$ cat config.mk
export PLATFORM = sky130hd
export DESIGN_NAME = online_div_arbiter_flat
export DESIGN_NICKNAME = d
export VERILOG_FILES = /design/src/rtl/online_div_arbiter_if.sv /design/src/rtl/online_div_arbiter.sv /design/src/flat_wrapper.sv
export SDC_FILE = /design/constraint.sdc
export NUM_CORES = 1
export LEC_CHECK = 0
export BUFFER_PORTS_ARGS = -buffer_cell sky130_fd_sc_hd__buf_2
export CORE_ASPECT_RATIO = 0.7
export CORE_MARGIN = 10
export CORE_UTILIZATION = 49
export CTS_CLUSTER_SIZE = 24
export DETAILED_ROUTE_END_ITERATION = 12
export PLACE_DENSITY_LB_ADDON = 0.1
export RECOVER_POWER = 50
export SYNTH_ARGS = -nofsm -noshare
export SYNTH_HDL_FRONTEND = slang
export SYNTH_SLANG_ARGS = --single-unit
$ cat constraint.sdc
create_clock -name clk -period 2.4 [get_ports clk]
set_input_delay 0.72 -clock clk [delete_from_list [all_inputs] [get_ports clk]]
set_output_delay 0.72 -clock clk [all_outputs]
set_load 0.1 [all_outputs]
$ cat src/rtl/online_div_arbiter_if.sv
// Bundle of requester-side and divider-side handshake signals for the online divider arbiter.
interface online_div_arbiter_if #(parameter int CNT_W = 4);
  logic [1:0]       req;
  logic [1:0]       x0;
  logic [1:0]       d0;
  logic [1:0]       x1;
  logic [1:0]       d1;
  logic [1:0]       in_vld;
  logic [1:0]       in_rdy;
  logic [1:0]       q;
  logic [1:0]       q_vld;
  logic [1:0]       q_rdy;
  logic [1:0]       div_x;
  logic [1:0]       div_d;
  logic             div_x_vld;
  logic             div_d_vld;
  logic             div_x_rdy;
  logic             div_d_rdy;
  logic [1:0]       div_q;
  logic             div_q_vld;
  logic             div_q_rdy;
  logic [1:0]       grant;
  logic [1:0]       job_done;
  logic             busy;
  logic [CNT_W-1:0] in_cnt;
  logic [CNT_W-1:0] out_cnt;

  modport slave (
    input  req, x0, d0, x1, d1, in_vld, q_rdy, div_x_rdy, div_d_rdy, div_q, div_q_vld,
    output in_rdy, q, q_vld, div_x, div_d, div_x_vld, div_d_vld, div_q_rdy,
           grant, job_done, busy, in_cnt, out_cnt
  );

  modport master (
    output req, x0, d0, x1, d1, in_vld, q_rdy, div_x_rdy, div_d_rdy, div_q, div_q_vld,
    input  in_rdy, q, q_vld, div_x, div_d, div_x_vld, div_d_vld, div_q_rdy,
           grant, job_done, busy, in_cnt, out_cnt
  );
endinterface

$ cat src/rtl/online_div_arbiter.sv
// Arbitrates two requesters onto one online (digit-serial) divider, one full job at a time.
module online_div_arbiter #(
  parameter int DIGITS = 8,
  parameter int CNT_W  = 4
) (
  input  logic                 clk,
  input  logic                 asyn_reset,
  online_div_arbiter_if.slave  bus
);

  typedef enum logic [1:0] {IDLE, RUN, DONE} state_t;

  localparam logic [CNT_W-1:0] DIGITS_C = CNT_W'(DIGITS);
  localparam logic [CNT_W-1:0] ONE_C    = CNT_W'(1);

  state_t           state_q, state_d;
  logic [1:0]       grant_q, grant_d;
  logic             last_served_q, last_served_d;
  logic [CNT_W-1:0] in_cnt_q, in_cnt_d;
  logic [CNT_W-1:0] out_cnt_q, out_cnt_d;
  logic             buf_full_q, buf_full_d;
  logic             x_taken_q, x_taken_d;
  logic             d_taken_q, d_taken_d;
  logic [1:0]       buf_x_q, buf_x_d;
  logic [1:0]       buf_d_q, buf_d_d;

  logic       g;
  logic       running;
  logic       in_rdy_g;
  logic       in_hs;
  logic       x_vld, d_vld;
  logic       x_hs, d_hs;
  logic       q_rdy_g;
  logic       q_hs;
  logic [1:0] sel_x, sel_d;

  assign g        = grant_q[1];
  assign running  = (state_q == RUN);
  assign sel_x    = g ? bus.x1 : bus.x0;
  assign sel_d    = g ? bus.d1 : bus.d0;
  assign in_rdy_g = running && !buf_full_q && (in_cnt_q < DIGITS_C);
  assign in_hs    = in_rdy_g && bus.in_vld[g];
  assign x_vld    = running && buf_full_q && !x_taken_q;
  assign d_vld    = running && buf_full_q && !d_taken_q;
  assign x_hs     = x_vld && bus.div_x_rdy;
  assign d_hs     = d_vld && bus.div_d_rdy;
  assign q_rdy_g  = running && bus.q_rdy[g];
  assign q_hs     = q_rdy_g && bus.div_q_vld;

  assign bus.in_rdy    = {2{in_rdy_g}} & grant_q;
  assign bus.q         = bus.div_q;
  assign bus.q_vld     = {2{running && bus.div_q_vld}} & grant_q;
  assign bus.div_q_rdy = q_rdy_g;
  assign bus.div_x     = buf_x_q;
  assign bus.div_d     = buf_d_q;
  assign bus.div_x_vld = x_vld;
  assign bus.div_d_vld = d_vld;
  assign bus.grant     = grant_q;
  assign bus.job_done  = {2{state_q == DONE}} & grant_q;
  assign bus.busy      = (state_q == RUN) || (state_q == DONE);
  assign bus.in_cnt    = in_cnt_q;
  assign bus.out_cnt   = out_cnt_q;

  always_ff @(posedge clk or posedge asyn_reset) begin
    if (asyn_reset) begin
      state_q       <= IDLE;
      grant_q       <= 2'b00;
      last_served_q <= 1'b1;
      in_cnt_q      <= '0;
      out_cnt_q     <= '0;
      buf_full_q    <= 1'b0;
      x_taken_q     <= 1'b0;
      d_taken_q     <= 1'b0;
      buf_x_q       <= 2'b00;
      buf_d_q       <= 2'b00;
    end else begin
      state_q       <= state_d;
      grant_q       <= grant_d;
      last_served_q <= last_served_d;
      in_cnt_q      <= in_cnt_d;
      out_cnt_q     <= out_cnt_d;
      buf_full_q    <= buf_full_d;
      x_taken_q     <= x_taken_d;
      d_taken_q     <= d_taken_d;
      buf_x_q       <= buf_x_d;
      buf_d_q       <= buf_d_d;
    end
  end

  always_comb begin
    state_d       = state_q;
    grant_d       = grant_q;
    last_served_d = last_served_q;
    in_cnt_d      = in_cnt_q;
    out_cnt_d     = out_cnt_q;
    buf_full_d    = buf_full_q;
    x_taken_d     = x_taken_q;
    d_taken_d     = d_taken_q;
    buf_x_d       = buf_x_q;
    buf_d_d       = buf_d_q;

    case (state_q)
      IDLE: begin
        // On a tie the requester not served last time wins.
        if (bus.req != 2'b00) begin
          if (bus.req == 2'b11) grant_d = last_served_q ? 2'b01 : 2'b10;
          else                  grant_d = bus.req;
          state_d    = RUN;
          in_cnt_d   = '0;
          out_cnt_d  = '0;
          buf_full_d = 1'b0;
          x_taken_d  = 1'b0;
          d_taken_d  = 1'b0;
        end
      end
      RUN: begin
        if (in_hs) begin
          buf_full_d = 1'b1;
          buf_x_d    = sel_x;
          buf_d_d    = sel_d;
          in_cnt_d   = in_cnt_q + ONE_C;
        end
        // x and d may be consumed on different cycles; the slot frees only once both are gone.
        if (buf_full_q) begin
          x_taken_d = x_taken_q || x_hs;
          d_taken_d = d_taken_q || d_hs;
          if ((x_taken_q || x_hs) && (d_taken_q || d_hs)) begin
            buf_full_d = 1'b0;
            x_taken_d  = 1'b0;
            d_taken_d  = 1'b0;
          end
        end
        if (q_hs) begin
          out_cnt_d = out_cnt_q + ONE_C;
          if ((out_cnt_q + ONE_C) == DIGITS_C) state_d = DONE;
        end
      end
      DONE: begin
        last_served_d = g;
        grant_d       = 2'b00;
        buf_full_d    = 1'b0;
        x_taken_d     = 1'b0;
        d_taken_d     = 1'b0;
        state_d       = IDLE;
      end
      default: state_d = IDLE;
    endcase
  end

endmodule

$ cat src/flat_wrapper.sv
// flat-port wrapper written by rule: the top's interface ports become plain ports
module online_div_arbiter_flat 
#(
  parameter int DIGITS = 8,
  parameter int CNT_W  = 4
)
  (clk, asyn_reset, bus_req, bus_x0, bus_d0, bus_x1, bus_d1, bus_in_vld, bus_q_rdy, bus_div_x_rdy, bus_div_d_rdy, bus_div_q, bus_div_q_vld, bus_in_rdy, bus_q, bus_q_vld, bus_div_x, bus_div_d, bus_div_x_vld, bus_div_d_vld, bus_div_q_rdy, bus_grant, bus_job_done, bus_busy, bus_in_cnt, bus_out_cnt);
  online_div_arbiter_if #(.CNT_W(CNT_W)) bus_i ();
  input  logic clk;
  input  logic asyn_reset;
  input wire logic [$bits(bus_i.req)-1:0] bus_req;
  input wire logic [$bits(bus_i.x0)-1:0] bus_x0;
  input wire logic [$bits(bus_i.d0)-1:0] bus_d0;
  input wire logic [$bits(bus_i.x1)-1:0] bus_x1;
  input wire logic [$bits(bus_i.d1)-1:0] bus_d1;
  input wire logic [$bits(bus_i.in_vld)-1:0] bus_in_vld;
  input wire logic [$bits(bus_i.q_rdy)-1:0] bus_q_rdy;
  input wire logic [$bits(bus_i.div_x_rdy)-1:0] bus_div_x_rdy;
  input wire logic [$bits(bus_i.div_d_rdy)-1:0] bus_div_d_rdy;
  input wire logic [$bits(bus_i.div_q)-1:0] bus_div_q;
  input wire logic [$bits(bus_i.div_q_vld)-1:0] bus_div_q_vld;
  output wire logic [$bits(bus_i.in_rdy)-1:0] bus_in_rdy;
  output wire logic [$bits(bus_i.q)-1:0] bus_q;
  output wire logic [$bits(bus_i.q_vld)-1:0] bus_q_vld;
  output wire logic [$bits(bus_i.div_x)-1:0] bus_div_x;
  output wire logic [$bits(bus_i.div_d)-1:0] bus_div_d;
  output wire logic [$bits(bus_i.div_x_vld)-1:0] bus_div_x_vld;
  output wire logic [$bits(bus_i.div_d_vld)-1:0] bus_div_d_vld;
  output wire logic [$bits(bus_i.div_q_rdy)-1:0] bus_div_q_rdy;
  output wire logic [$bits(bus_i.grant)-1:0] bus_grant;
  output wire logic [$bits(bus_i.job_done)-1:0] bus_job_done;
  output wire logic [$bits(bus_i.busy)-1:0] bus_busy;
  output wire logic [$bits(bus_i.in_cnt)-1:0] bus_in_cnt;
  output wire logic [$bits(bus_i.out_cnt)-1:0] bus_out_cnt;
  assign bus_i.req = bus_req;
  assign bus_i.x0 = bus_x0;
  assign bus_i.d0 = bus_d0;
  assign bus_i.x1 = bus_x1;
  assign bus_i.d1 = bus_d1;
  assign bus_i.in_vld = bus_in_vld;
  assign bus_i.q_rdy = bus_q_rdy;
  assign bus_i.div_x_rdy = bus_div_x_rdy;
  assign bus_i.div_d_rdy = bus_div_d_rdy;
  assign bus_i.div_q = bus_div_q;
  assign bus_i.div_q_vld = bus_div_q_vld;
  assign bus_in_rdy = bus_i.in_rdy;
  assign bus_q = bus_i.q;
  assign bus_q_vld = bus_i.q_vld;
  assign bus_div_x = bus_i.div_x;
  assign bus_div_d = bus_i.div_d;
  assign bus_div_x_vld = bus_i.div_x_vld;
  assign bus_div_d_vld = bus_i.div_d_vld;
  assign bus_div_q_rdy = bus_i.div_q_rdy;
  assign bus_grant = bus_i.grant;
  assign bus_job_done = bus_i.job_done;
  assign bus_busy = bus_i.busy;
  assign bus_in_cnt = bus_i.in_cnt;
  assign bus_out_cnt = bus_i.out_cnt;
  online_div_arbiter #(.DIGITS(DIGITS), .CNT_W(CNT_W)) u_core (.clk(clk), .asyn_reset(asyn_reset), .bus(bus_i));
endmodule
==> reports/qor.txt, run 1 <==
Flops & latches, synth: 20
Max Fanout on Critical Path: 5
Synth area leaders: dfrtp_1, ha_1, mux2_2
Grt total ovfl: 0
Critical Path Start Type: register
Drt first pass iters: 4
Cell Chain, Critical Path: inv_2 -> ha_4 -> nor3b_4 -> and2_4 -> buf_12
Via density: 5.50
Inserted Diodes: 0
Htree depth: 1
Slew Limit Fails: 0
# setup viols final: 0
Design Area, Final: 1730 um^2
Synth cell types: 35
Core Rows: 15
Period utilisation layout: 96.5%
Yosys Warn Count: 0
Reg clk slew, reported paths: 70 ps
Number of synthesized flops with an enable pin: 0
Die ar.: 5100 um^2
Status: complete, no violations
CP arrival: 1600 ps
ANT nets after route: 0
Post-synth ARST share: 100%
CTS tree: yes
Final core occ: 69.9%
Skew final: 1.68 ps
Register area share after synthesis: 39.1%
Area leader, netlist: dfrtp_1
Initial core utilization: 51.8%
FF-to-FF Start: u_core.state_q[0]
Gp weighted congestion: 0.873
Synthesized area per cell: 9.87 um^2
Synth Instances: 130
Setup TNS: 0 ps
DRC viols: 0
CTS max path bufs: 2
Crit path capture type: primary output
Share of the synthesized area in the top cell type: 37.1%
First-pass GRT wire length: 5390 um
Routed via count: 1150
Post-route insts no fill: 209
Core box area: 2480 um^2
R2r worst-path depth: 6
Slowest stage delay, CP: 420 ps
Clk sinks: 20
PortBufs: 42
Post-Syn Nets: 159
Vias in the first global route: 1092
Worst Hold Class: in -> async
Largest net degree at the start of global routing: 14
Die Ht: 62.8 um
Fmax achieved: 432 MHz
Share of cells above drive strength 1: 42.3%
Clk Latency, worst-skew pair: 250 ps
CP max stage cell: dfrtp_1
Rel. slew slack: 66.6%
DP Cell Count: 204
Antenna violations before repair: 0
Die width: 81.1 um
Worst EP required: 1680 ps
All-Layer GR Usage: 13.0%
Placed inst area: 1650 um^2
Worst Setup SP: u_core.state_q[1]
Slew @ Worst Pin: 500 ps
Layout fillers: 210
Routed len/inst: 15.9 um
DRT iter0 DRCs: 49
Minimum clock period after layout: 2320 ps
Routed wire length: 3330 um
Main synth FF type: dfrtp_1
# Max-Cap Violations: 0
Root buf cell: clkbuf_8
Synth cell count leaders: dfrtp_1, a21oi_1, ha_1
Layout net count: 205
Netlist Area Pre-Place: 1280 um^2
I/O Pins: 47
Detailed placement HPWL: 2740 um
Hold Violations, Final: 0
Most frequent cell after synthesis: dfrtp_1
P&R area growth vs syn: 35.0%
Type of the worst setup path: reg -> out
Total CTS buffers: 3
## worst paths after layout
path,end,slack (ps)
max in group asynchronous,u_core.last_served_q,1160
setup / recovery,bus_in_rdy[1],80
hold reg to reg,u_core.bus.div_d[1],540
hold / removal,u_core.bus.in_cnt[2],480
setup reg to reg,u_core.state_q[0],480
min in group clk,u_core.bus.div_d[1],540
## state kept, by name (all words and copies together), names as in the netlist
signal / count
u_core.bus.in_cnt: 4
u_core.bus.out_cnt: 4
u_core.bus.div_d: 2
u_core.bus.div_x: 2
u_core.bus.grant: 2
u_core.state_q: 2
u_core.buf_full_q: 1
u_core.d_taken_q: 1
u_core.last_served_q: 1
u_core.x_taken_q: 1
## kinds of logic (layout without fill, tap and decap cells)
family | Yosys count | in the layout | synth area share (%)
adder cells (fa/ha/maj) | 8 | 8 | 7.81
AND/OR/NAND/NOR | 46 | 46 | 20.8
buffers and inverters | 13 | 58 | 5.07
AO/OA/AOI/OAI | 31 | 31 | 17.3
multiplexers | 12 | 12 | 9.95
flip-flops | 20 | 20 | 39.1
## final cells by class
cell class	instances	area, um^2	area share (%)
Multi-Input combinational cell	97	763	44.1
Clock buffer	4	55.1	3.18
Sequential cell	20	505	29.2
Timing Repair Buffer	47	339	19.6
Tap cell	34	42.5	2.46
Inverter	7	26.3	1.52
## routing by layer
| layer | GRT usage (%) | wire length [um] | vias to the layer above |
|---|---|---|---|
| met4 | 1.29 | 17 | 0 |
| li1 | - | - | 569 |
| met3 | 5.17 | 234 | 2 |
| met1 | 16.4 | 1460 | 548 |
| met2 | 20.8 | 1620 | 31 |
| met5 | 0 | 0 | - |
## per-stage QoR
stage	hold WS, ps	setup WS (ps)
5_1_grt	515	-7.62
4_1_cts	496	54.6
3_5_place_dp	521	90.9
6_report	479	83.5
3_3_place_gp	508	101
2_1_floorplan	534	16.8
## critical path, delay by kind of cell (launching register included)
kind / cells / cell delay (ps)
and+or+nand+nor: 2 / 460
DFF: 1 / 420
buffers and inverters: 2 / 290
adders and majority gates: 1 / 170
## cells in the final DEF, fill, tap and decap left out, types with 3 or more instances in the layout
cell type / synthesis / layout
nand3_1: 6 / 6
buf_12: 0 / 6
nor2_1: 7 / 5
mux2i_1: 6 / 6
dfrtp_1: 19 / 18
a22o_1: 3 / 3
clkbuf_8: 0 / 4
o21ai_0: 3 / 3
nor3b_1: 3 / 3
inv_1: 7 / 6
buf_2: 1 / 34
and2_2: 0 / 3
a32o_1: 4 / 4
ha_1: 8 / 7
buf_4: 4 / 6
nand2b_1: 4 / 4
mux2_2: 6 / 6
o22ai_1: 4 / 4
a21oi_1: 8 / 8
nand2_1: 7 / 6
## timing repair
item / in CTS / in global routing
gates cloned: 0 / 0
hold buffers: 0 / 0
buffers inserted: 0 / 1
gates resized for setup: 5 / 2
setup endpoints to repair: 4 / 2
Power of run 1 is left out: the tool's default activity adds up to more than one toggle a clock period on the data nets, which glitch-free logic cannot reach.
==> inputs of run 2 (changes only) <==
Settings changed: CORE_UTILIZATION 49 to 44, MAX_ROUTING_LAYER from default to met4, TNS_END_PERCENT from default to 20.
Clock period 2.4 ns to 2.1 ns, I/O delays scaled along.
==> run 2 against run 1 <==
Net effect:
- die area is 8.1% higher
- critical path depth unchanged
- sequential share of layout area shrank 1.3 points
- sequential cell count unchanged
- routed wire length increased by 1.8%
- cell count is 3.8% higher
- worst setup slack worse by 59 ps
- clock skew about the same
- count of clock-buffer cells in the layout stayed put
- first-iteration DRC count fell by 2.0%
- critical endpoint unchanged
- highest routed layer unchanged
==> reports/qor.txt, run 2 (synthesized netlist as in run 1, its figures left out) <==
Layout fillers: 246 (+17%)
Clk sinks: 20 (unchanged)
Worst Hold Class: in -> async
Die ar.: 5510 um^2 (+8.1%)
RSZ-0062 raised after global routing: yes
Setup TNS: 0 ps (unchanged)
Skew final: 1.47 ps (-0.206 ps)
Critical Path Start Type: register
Leakage Power: 0.872 nW
Die Ht: 65.2 um (+3.8%)
Worst Setup SP: u_core.state_q[1]
CTS tree: yes
CP arrival: 1450 ps (-150 ps)
DRT iter0 DRCs: 48 (-2.0%)
Routed wire length: 3390 um (+1.8%)
Share of cells above drive strength 1: 45.3% (+3.0 points)
Pwr/cell area: 1760 nW/um^2
CTS max path bufs: 2 (unchanged)
Core box area: 2800 um^2 (+13%)
Detailed placement HPWL: 2800 um (+1.9%)
Type of the worst setup path: reg -> out
Routed len/inst: 15.6 um (-2.0%)
Register area: 508 um^2 (+0.49%)
Inserted Diodes: 0 (unchanged)
Htree depth: 1 (unchanged)
Clk Latency, worst-skew pair: 260 ps (about the same)
Core Rows: 16 (+1)
Reg clk slew, reported paths: 70 ps (about the same)
Vias in the first global route: 1125 (+3.0%)
Status: complete, no violations
First-pass GRT wire length: 5620 um (+4.4%)
Largest net degree at the start of global routing: 13 (-1)
Worst EP required: 1470 ps (-210 ps)
Rel. slew slack: 62.7% (-3.9 points)
Routed via count: 1139 (-0.96%)
Period utilisation layout: 98.8%
Slew Limit Fails: 0 (unchanged)
VDD IR max: 1.41 mV
All-Layer GR Usage: 12.7% (-0.34 points)
Multi-input logic area: 772 um^2 (+1.1%)
Most frequent cells in the layout: buf_2, dfrtp_1, buf_4
# setup viols final: 0 (unchanged)
Layout net count: 211 (+2.9%)
PortBufs: 42 (unchanged)
Grt total ovfl: 0 (unchanged)
Most common cell after layout, fill and taps aside: buf_2
FF-to-FF Start: u_core.state_q[1]
Drt first pass iters: 4 (unchanged)
DRC viols: 0 (unchanged)
Max Fanout on Critical Path: 5 (unchanged)
Antenna violations before repair: 0 (unchanged)
I/O Pins: 47 (unchanged)
Hold Violations, Final: 0 (unchanged)
Initial core utilization: 45.8% (-6.0 points)
Minimum clock period after layout: 2080 ps
Die width: 84.5 um (+4.2%)
Slew @ Worst Pin: 559 ps (+59.3 ps)
ANT nets after route: 0 (unchanged)
Root buf cell: clkbuf_8
Via density: 5.25 (-4.6%)
Gp weighted congestion: 0.825 (-5.5%)
Crit path capture type: primary output
Total CTS buffers: 3 (unchanged)
Fmax achieved: 482 MHz
# Max-Cap Violations: 0 (unchanged)
Final core occ: 65.0% (-4.9 points)
P&R area growth vs syn: 42.1%
## run 2: cell types whose count changed in the layout (fill, tap and decap cells not counted), sizes merged
| cell | change |
|---|---|
| clkbuf | +5 |
| buf | +1 |
## run 2: final timing paths
check / end / cells after the start / slack, ps
setup / recovery: bus_in_rdy[1] / 5 / 20
hold / removal: u_core.bus.div_x[0] / 2 / 350
setup reg to reg: u_core.bus.out_cnt[0] / 6 / 210
hold reg to reg: u_core.bus.div_x[0] / 2 / 540
max in group asynchronous: u_core.x_taken_q / 3 / 920
min in group clk: u_core.bus.div_x[0] / 2 / 540
## run 2: layout make-up
cell class / count / share of cell area, %
Tap cell: 36 / 2.47
Sequential cell: 20 / 27.9
Multi-Input combinational cell: 97 / 42.3
Inverter: 7 / 1.44
Timing Repair Buffer: 53 / 23.4
Clock buffer: 4 / 2.47
## run 2: stage by stage
step	instances	hold WS, ps	power (W)	worst slack, ps	cell area [um^2]
finish	217	354	0.00320	24.5	1820
global route	217	374	0.00338	-62.5	1820
CTS	214	361	0.00318	-33.5	1800
detailed placement	208	526	0.00288	30.5	1730
global placement	208	507	0.00283	44.6	1730
floorplan	130	554	0.00238	-38.1	1350
## run 2: worst max-delay path: stages (launching register included)
cell and delay, ps:
dfrtp_1 390, inv_2 80, ha_4 140, nor3b_4 210, and2_4 190, buf_12 170
## run 2: what timing repair did
item / 4_1_cts / 5_1_grt
buffers inserted: 2 / 3
pin swaps: 0 / 2
resized for setup: 3 / 1
endpoints found under the setup margin: 7 / 7
hold buffers: 0 / 0
## run 2: layer usage
metal | part of all wire (%) | GRT usage [%]
met1 | 46 | 15.5
met2 | 48 | 20.0
met3 | 5.0 | 4.31
met4 | 0.71 | 2.46
met5 | 0 | -
## run 2: where the power goes
group | switching, W | internal (W)
Combinational | 0.00156 | 0.000732
Clock | 0.000125 | 0.000135
Sequential | 0.000132 | 0.000521
No activity file was read; power rests on OpenSTA's default activity.
==> inputs of run 3 (changes only) <==
Settings changed: REMOVE_ABC_BUFFERS from default to 1.
==> run 3 against run 2 <==
Net effect:
- global-route usage down 0.15 points
- sequential share of layout area down 0.87 points
- sequential power down 2%
- non-clock buffer count down 1
- via count up 1.5%
- sequential cell count unchanged
- register-to-register slack worse by 70 ps
- critical path type unchanged
==> reports/qor.txt, run 3 (synthesized netlist as in run 1, its figures left out) <==
DRT iter0 DRCs: 41 (-15%)
Met3 WL: 206 um (+20%)
Initial core utilization: 45.8% (unchanged)
Die ar.: 5510 um^2 (unchanged)
Antenna violations before repair: 0 (unchanged)
Period utilisation layout: 98.8% (about the same)
CTS tree: yes
Core box area: 2800 um^2 (unchanged)
Post-Place Setup Slack: 86.0 ps (+55.4 ps)
First-pass GRT wire length: 5520 um (-1.8%)
Htree depth: 1 (unchanged)
RSZ-0062 raised after global routing: yes
Most frequent cells in the layout: buf_2, dfrtp_1, buf_12
Layout fillers: 229 (-6.9%)
Gp weighted congestion: 0.803 (-2.7%)
Drt first pass iters: 5 (+1)
CP arrival: 1450 ps (about the same)
Via density: 5.35 (+2.0%)
Setup ws final: 24.7 ps (+0.251 ps)
Top delay family on crit path: flip-flops
Routed via count: 1156 (+1.5%)
# setup viols final: 0 (unchanged)
Hold Violations, Final: 0 (unchanged)
Highest routed layer: met4
Minimum clock period after layout: 2080 ps (-0.251 ps)
P&R area growth vs syn: 45.3%
Clk Latency, worst-skew pair: 260 ps (about the same)
CP Buf/Inv Count: 2 (unchanged)
CP max stage cell: dfrtp_1
Worst EP required: 1470 ps (about the same)
Reg clk slew, reported paths: 70 ps (about the same)
Skew final: 4.24 ps (+2.77 ps)
Slowest stage delay, CP: 390 ps (about the same)
Critical Path Start Type: register
PortBufs: 42 (unchanged)
Cts hold-fix bufs: 0 (unchanged)
VDD IR max: 1.64 mV (+16%)
ANT nets after route: 0 (unchanged)
All-Layer GR Usage: 12.5% (-0.15 points)
Type of the worst setup path: reg -> out
Max Fanout on Critical Path: 3 (-2)
Slew @ Worst Pin: 1090 ps (+533 ps)
Rel. slew slack: 27.2% (-36 points)
Crit path capture type: primary output
Largest net degree at the start of global routing: 21 (+8)
Die width: 84.5 um (unchanged)
Routed len/inst: 15.2 um (-2.9%)
Leakage Power: 0.884 nW (+1.4%)
Clk sinks: 20 (unchanged)
Inserted Diodes: 0 (unchanged)
Met1 WL: 1450 um (-8.3%)
Worst hold slack: 528 ps (+174 ps)
Total CTS buffers: 3 (unchanged)
Root buf cell: clkbuf_8
Worst Hold Class: reg -> reg
Share of cells above drive strength 1: 41.1% (-4.2 points)
I/O Pins: 47 (unchanged)
Cell Chain, Critical Path: inv_2 -> ha_4 -> nor3b_4 -> and2_4 -> buf_12
Vias in the first global route: 1137 (+1.1%)
Routed wire length: 3280 um (-3.3%)
Detailed placement HPWL: 2490 um (-11%)
# Max-Cap Violations: 0 (unchanged)
Core Rows: 16 (unchanged)
Die Ht: 65.2 um (unchanged)
CTS max path bufs: 2 (unchanged)
Slew Limit Fails: 0 (unchanged)
DRC viols: 0 (unchanged)
Fmax achieved: 482 MHz (about the same)
Most common cell after layout, fill and taps aside: buf_2
Layout net count: 210 (-0.47%)
Grt total ovfl: 0 (unchanged)
Pwr/cell area: 1770 nW/um^2 (+0.99%)
Status: complete, no violations
Met2 wire len: 1580 um (-2.3%)
run 3: cell type report:
type | count | area [um^2] | share of cell area, %
Tap cell | 36 | 45.0 | 2.42
Sequential cell | 20 | 503 | 27.0
Clock buffer | 4 | 45.0 | 2.42
Multi-Input combinational cell | 97 | 759 | 40.8
Inverter | 7 | 26.3 | 1.41
Timing Repair Buffer | 52 | 484 | 26.0
run 3: metrics by stage:
| stage | util (%) | cell area [um^2] | total power (W) | cells | TNS, ps |
|---|---|---|---|---|---|
| after detailed placement | 61.2 | 1710 | 0.00286 | 207 | 0 |
| after global routing | 66.5 | 1860 | 0.00349 | 216 | -178 |
| final | 66.5 | 1860 | 0.00331 | 216 | 0 |
| after floorplan | - | 1240 | 0.00223 | 124 | -6500 |
| after global placement | 61.2 | 1710 | 0.00284 | 207 | 0 |
| after CTS | 65.6 | 1840 | 0.00328 | 214 | 0 |
run 3: timing repair:
action,in CTS,in global routing
endpoints found under the hold margin,0,0
gates cloned,1,0
pin swaps,1,1
resized for setup,10,2
endpoints found under the setup margin,7,6
buffers inserted,2,2
run 3: routing by layer:
metal	GRT usage (%)	up-vias
li1	-	572
met1	14.0	553
met2	19.8	26
met3	4.80	5
met4	4.92	0
met5	-	-
run 3: final timing paths:
path | start | end | cells past startpoint | slack [ps]
worst max-delay path | u_core.state_q[1] | bus_in_rdy[0] | 5 | 20
worst min-delay path | u_core.bus.div_x[1] | u_core.bus.div_x[1] | 2 | 530
worst max register to register | u_core.state_q[1] | u_core.state_q[0] | 8 | 140
worst min register to register | u_core.bus.div_x[1] | u_core.bus.div_x[1] | 2 | 530
max in group asynchronous | asyn_reset | u_core.state_q[0] | 3 | 680
min in group asynchronous | asyn_reset | u_core.bus.in_cnt[0] | 3 | 690
run 3: worst min-delay path: cells and delay by family (launching register included):
kind / cells / cell delay (ps)
and+or+nand+nor: 1 / 50
AOI/OAI and AO/OA: 1 / 100
DFF: 1 / 340
run 3: where the power goes:
part	total (W)	switching, W	internal (W)
Combinational	0.00241	0.00156	0.000848
Clock	0.000262	0.000127	0.000135
Sequential	0.000638	0.000124	0.000514
